$ cat src/rtl/instruction_fetch.sv
// Instruction fetch: PC, synchronous imem issue, one-entry stall hold, branch redirect.
// Optional IFETCH_PERF_EN adds saturating stall_cycles / squash_count counters.
module instruction_fetch #(
  parameter int unsigned         PC_WIDTH = 32,
  parameter logic [0:PC_WIDTH-1] RESET_PC = '0,
  parameter logic [0:31]         NOP_WORD = 32'hF000_0000
) (
  input  logic                clk,
  input  logic                reset,
  input  logic                stall,
  input  logic                branch_taken,
  input  logic [0:PC_WIDTH-1] branch_target,
  output logic                imem_en,
  output logic [0:PC_WIDTH-1] imem_addr,
  input  logic [0:31]         imem_data,
  output logic [0:31]         instruction,
  output logic [0:PC_WIDTH-1] instruction_pc,
  output logic                instruction_valid
`ifdef IFETCH_PERF_EN
  ,
  output logic [0:15]         stall_cycles,
  output logic [0:15]         squash_count
`endif
);

  localparam int unsigned         WORD_WIDTH = 32;
  localparam logic [0:PC_WIDTH-1] PC_STEP    = PC_WIDTH'(4);
  localparam logic [0:PC_WIDTH-1] ALIGN_MASK = ~(PC_WIDTH'(3));

  typedef enum logic [1:0] {ST_RUN, ST_HOLD, ST_REDIRECT} state_e;

  state_e                state_q, state_d;
  logic [0:PC_WIDTH-1]   pc_q, pc_d;
  logic                  inflight_q, inflight_d;
  logic [0:PC_WIDTH-1]   inflight_pc_q, inflight_pc_d;
  logic                  hold_valid_q, hold_valid_d;
  logic [0:WORD_WIDTH-1] hold_word_q, hold_word_d;
  logic [0:PC_WIDTH-1]   hold_pc_q, hold_pc_d;
  logic                  issue;

  // Presented word: hold has priority over the returning read.
  always_comb begin
    instruction       = NOP_WORD;
    instruction_pc    = '0;
    instruction_valid = 1'b0;
    if (reset) begin
      if (hold_valid_q) begin
        instruction       = hold_word_q;
        instruction_pc    = hold_pc_q;
        instruction_valid = 1'b1;
      end else if (inflight_q) begin
        instruction       = imem_data;
        instruction_pc    = inflight_pc_q;
        instruction_valid = 1'b1;
      end
    end
  end

  // Next-state: redirect beats stall beats issue.
  always_comb begin
    state_d       = state_q;
    pc_d          = pc_q;
    inflight_d    = inflight_q;
    inflight_pc_d = inflight_pc_q;
    hold_valid_d  = hold_valid_q;
    hold_word_d   = hold_word_q;
    hold_pc_d     = hold_pc_q;
    issue         = 1'b0;
    if (branch_taken) begin
      state_d      = ST_REDIRECT;
      pc_d         = branch_target & ALIGN_MASK;
      inflight_d   = 1'b0;
      hold_valid_d = 1'b0;
    end else begin
      case (state_q)
        ST_HOLD: begin
          if (stall) begin
            inflight_d = 1'b0;
          end else begin
            issue        = 1'b1;
            hold_valid_d = 1'b0;
            state_d      = ST_RUN;
          end
        end
        // REDIRECT behaves as RUN with nothing valid to capture.
        default: begin
          state_d = ST_RUN;
          if (stall) begin
            inflight_d = 1'b0;
            if (instruction_valid) begin
              hold_valid_d = 1'b1;
              hold_word_d  = instruction;
              hold_pc_d    = instruction_pc;
              state_d      = ST_HOLD;
            end
          end else begin
            issue = 1'b1;
          end
        end
      endcase
    end
    if (issue) begin
      pc_d          = PC_WIDTH'(pc_q + PC_STEP);
      inflight_d    = 1'b1;
      inflight_pc_d = pc_q;
    end
  end

  assign imem_en   = issue & reset;
  assign imem_addr = pc_q;

  always_ff @(posedge clk) begin
    if (!reset) begin
      state_q       <= ST_RUN;
      pc_q          <= RESET_PC;
      inflight_q    <= 1'b0;
      inflight_pc_q <= '0;
      hold_valid_q  <= 1'b0;
      hold_word_q   <= NOP_WORD;
      hold_pc_q     <= '0;
    end else begin
      state_q       <= state_d;
      pc_q          <= pc_d;
      inflight_q    <= inflight_d;
      inflight_pc_q <= inflight_pc_d;
      hold_valid_q  <= hold_valid_d;
      hold_word_q   <= hold_word_d;
      hold_pc_q     <= hold_pc_d;
    end
  end

`ifdef IFETCH_PERF_EN
  logic [0:15] stall_cycles_q, stall_cycles_d;
  logic [0:15] squash_count_q, squash_count_d;

  // Saturating counters; a squash is a redirect that drops an inflight or held word.
  always_comb begin
    stall_cycles_d = stall_cycles_q;
    squash_count_d = squash_count_q;
    if (stall && instruction_valid && (stall_cycles_q != 16'hFFFF)) begin
      stall_cycles_d = 16'(stall_cycles_q + 16'd1);
    end
    if (branch_taken && (inflight_q || hold_valid_q) && (squash_count_q != 16'hFFFF)) begin
      squash_count_d = 16'(squash_count_q + 16'd1);
    end
  end

  always_ff @(posedge clk) begin
    if (!reset) begin
      stall_cycles_q <= '0;
      squash_count_q <= '0;
    end else begin
      stall_cycles_q <= stall_cycles_d;
      squash_count_q <= squash_count_d;
    end
  end

  assign stall_cycles = stall_cycles_q;
  assign squash_count = squash_count_q;
`endif

endmodule

$ cat config.mk
export PLATFORM = sky130hd
export DESIGN_NAME = instruction_fetch
export DESIGN_NICKNAME = d
export VERILOG_FILES = /design/src/rtl/instruction_fetch.sv
export SDC_FILE = /design/constraint.sdc
export NUM_CORES = 1
export LEC_CHECK = 0
export CAP_MARGIN = 20
export CORE_UTILIZATION = 52
export CTS_CLUSTER_DIAMETER = 30
export DETAILED_ROUTE_END_ITERATION = 6
export PLACE_DENSITY = 0.94
export RECOVER_POWER = 100
export SYNTH_ARGS = -nofsm -noshare
export SYNTH_HDL_FRONTEND = slang
export SYNTH_SLANG_ARGS = --single-unit
$ cat constraint.sdc
create_clock -name clk -period 5.05 [get_ports clk]
set_input_delay 1.2625 -clock clk [delete_from_list [all_inputs] [get_ports clk]]
set_output_delay 1.2625 -clock clk [all_outputs]
set_load 0.02 [all_outputs]
==> results <==
- The checks that failed: capacitance limit, slew limit.
- In this run, post-CTS hold repair placed 0 buffers.
- The critical path data arrival time is 3.46 ns.
- The first detailed-routing pass ran for 5 iterations.
- Adding up every negative setup slack in the final design gives 0 ns.
- The number of antenna violations at the first check in global routing is 0.
- Entering global routing, the biggest net connects 57 pins.
- The worst IR drop on VDD is 0.194 mV.
- Along the worst path, the maximum fanout reaches 20.
- The placed cell count is 1011.
- The biggest area contributor in the post-synthesis netlist is sky130_fd_sc_hd__dfxtp_1.
- Counting distinct cell types in the post-synthesis netlist gives 46.
- The sum of routed wire length over all layers is 17.3 mm.
- The endpoint identified for the worst register-to-register timing path is hold_pc_q[18].
- The congestion estimate from routability-driven global placement came to 0.927.
- The number of vias per cell is 6.16.
- The post-route netlist has 6.00% of its cells at a drive strength greater than 1.
- The power density of the placed cells is 309 mW/mm^2.
- The gate count of the mapped netlist is 767.
- Sequential elements use 41.7% of the synthesized area.
- The net count of the finished layout is 957.
- Compared with the post-synthesis result, the final layout area differs by 37.1%.
- Port buffering added 161 buffers.
- The wire length of the first global-routing pass is 28.1 mm.
- The post-CTS setup buffer count is 0.
- The number of clock sinks is 128.
- Setup repair after global routing left no endpoint under its margin.
- Post-CTS repair changed the size of 0 cells.
- The final critical-path required period is 4.73 ns.
- The deepest clock path buffer count is 2.
- The number of endpoints with negative hold slack in the final report is 0.
- For the worst setup path, the data required time is 3.79 ns.
- After floorplanning, the core was divided into 39 placement rows.
- The clock-pin slew on the worst setup and hold paths is 0.06 ns.
- The run finished, with violations left.
- By startpoint and endpoint, the worst setup path is classified as in -> out.
- Global routing used 28.0% of the available tracks.
- Counting flops with a built-in enable in the synthesized netlist gives 0.
- The worst-case clock skew is 0.00396 ns.
- During I/O placement, the number of pins put on the boundary was 166.
- The max-capacitance violation count is 1.
- The die footprint is 0.0122 mm^2.
- The mapped netlist covers 0.00614 mm^2.
- For this run, design rule violations remaining after detail routing come to 0.
- The final route contains 6420 vias.
- The detailed router finished its first iteration with 622 violations.
- The source-to-sink clock delay at the later pin of the worst-skew pair is 0.41 ns.
- The remaining max-slew budget at the tightest pin is -13.7%.
- Static timing analysis puts the maximum clock frequency at 0.212 GHz.
- The routed length per instance is 16.5 um.
- CTS placed an instance of sky130_fd_sc_hd__clkbuf_16 at the clock tree root.
- The max-slew violation count is 31.
- The number of warning messages in the yosys log is 0.
- The depth of the worst register-to-register path is 5.
- The number of antenna repair diodes is 0.
- In this run the remaining antenna-violating nets after routing total 0.
- The number of CTS-inserted buffers is 17.
- The slack of the worst reg-to-reg path is 2.19 ns.
- The maximum cell stage delay along the critical path is 0.63 ns.
- The most critical setup path has its endpoint at instruction[11].
- The element type at the critical path end is an output pin.
- The core region is 0.0115 mm^2.
- The count of non-filler cells in the finished layout is 1043.
- The async set or reset register ratio after synthesis is 0%.
- The number of global-route vias before repair is 5763.
- The type of origin of the critical path is an input port.
- The signal on the critical path passes through dlygate4sd3_1, and2_2, clkbuf_2, a22o_1, clkdlybuf4s50_1.
- The dominant register cell in the synthesized netlist is sky130_fd_sc_hd__dfxtp_1.
- The placed wire-length estimate is 11.2 mm.
- From left edge to right edge, the die measures 111 um.
- The worst path uses 93.6% of the clock period.
- The min-delay analysis places its worst path in the category reg -> reg.
- TritonCTS built the clock tree.
- The proportion of netlist area held by the largest area contributor is 41.7%.
- The H-tree was split into 4 levels.
- Sorting the synthesized cells by area gives the leading types as sky130_fd_sc_hd__dfxtp_1 (42%), sky130_fd_sc_hd__a221oi_1 (6.7%), sky130_fd_sc_hd__a22o_1 (6.7%).
- The slew at the pin with the worst max-slew slack is 1.71 ns.
- In this run the worst setup path begins at reset.
- The count of endpoints failing setup in the final report is 0.
- The initial standard-cell utilization of the core is 53.5%.
- For this design the static power due to leakage is 3.05 nW.
- The worst register-to-register path begins at inflight_q.
- The largest individual stage delay along the critical path comes from the cell sky130_fd_sc_hd__clkdlybuf4s50_1.
- Global routing finished with a remaining overflow of 0.
- The synthesized design contains 128 register bits.
- After synthesis, the mean cell area works out to 8.00 um^2.
- The hold path depth is 2.
- The floorplan die height is 111 um.
- Cells fill 73.4% of the core in the end.
-- cells in the final DEF (no fill, tap or decap), drive strengths merged, types with 4 or more instances in the layout --
cell type | netlist | final
a21oi | 62 | 62
a221oi | 47 | 47
a22o | 47 | 47
a31oi | 13 | 13
and3 | 5 | 5
buf | 14 | 12
clkbuf | 65 | 29
clkdlybuf4s50 | 0 | 75
clkinv | 0 | 6
dfxtp | 128 | 128
dlygate4sd3 | 0 | 86
mux2i | 4 | 4
nand2 | 107 | 107
nand2b | 5 | 5
nand3 | 12 | 12
nand3b | 13 | 13
nand4 | 6 | 6
nor2 | 65 | 65
nor2b | 13 | 13
nor3 | 49 | 49
nor4 | 5 | 5
o211ai | 6 | 6
o21ai | 32 | 32
o31ai | 9 | 9
or3 | 9 | 9
or4 | 14 | 14
xnor2 | 9 | 9
-- metrics by stage --
stage / setup WS [ns] / hold WS [ns] / power, W / instance area, um^2
2_1_floorplan: 1.18 / 0.436 / 0.00122 / 6140
6_report: 0.324 / 0.453 / 0.00260 / 8410
3_3_place_gp: 0.501 / 0.442 / 0.00135 / 7800
3_5_place_dp: 0.496 / 0.446 / 0.00135 / 7800
5_1_grt: 0.197 / 0.473 / 0.00269 / 8410
4_1_cts: 0.476 / 0.454 / 0.00262 / 8430
-- synthesized netlist by cell type (all sizes together) (6+ instances only) --
library cell    n
a221oi         47
xnor2           9
or3             9
nor2           65
a31oi          13
a22o           47
nand3          12
nor3           49
o31ai           9
buf            14
a21oi          62
nand3b         13
or4            14
clkbuf         65
nor2b          13
nand2         107
nand4           6
dfxtp         128
o21ai          32
o211ai          6
-- where the power goes --
group          total [W]  internal, W  switching, W
combinational   0.000242     0.000115      0.000127
clock            0.00127     0.000837      0.000431
sequential       0.00109      0.00104     0.0000467
-- how the worst min path moves through the flow --
stage	to	start	slack (ns)
floorplan	hold_pc_q[0]	hold_pc_q[0]	0.44
global placement	hold_pc_q[3]	hold_pc_q[3]	0.44
detailed placement	hold_pc_q[27]	hold_pc_q[27]	0.45
CTS	hold_pc_q[27]	hold_pc_q[27]	0.45
global route	hold_pc_q[3]	hold_pc_q[3]	0.47
finish	hold_pc_q[9]	hold_pc_q[9]	0.45
-- registers in the layout (all words and copies together) (netlist names) --
register	count
state_q	2
hold_valid_q	1
hold_pc_q	32
inflight_pc_q	30
hold_word_q	32
inflight_q	1
imem_addr	30
-- kinds of logic (layout without fill, tap and decap cells) --
group	count (synthesis)	in the layout	share of synthesized area, %
compound gates	224	224	25.4
mux	4	4	0.652
fa+ha+maj	1	1	0.204
xor+xnor	12	12	1.71
flops	128	128	41.7
buf+inv	83	215	5.44
other cells	1	2	0.0611
simple gates	314	314	24.8
-- layer usage --
metal	share of wire [%]	track usage (%)	up-vias
met1	44	37.1	3020
met5	0	0	-
met4	2.0	11.0	0
met2	46	44.3	314
met3	8.4	6.51	34
li1	-	-	3052
-- layout make-up --
type	count	area [um^2]
clock buffer	22	494
clock inverter	9	130
fill	842	3050
inverter	4	16.3
multi-input combinational	557	3260
sequential	128	2560
tap	143	179
timing repair buffer	180	1780
-- critical path, delay by kind of cell --
kind                   cells  cell delay (ns)
AO/OA/AOI/OAI              1             0.20
buffers and inverters      3             1.65
AND/OR/NAND/NOR            1             0.35
Power figures use the tool's default switching activity.
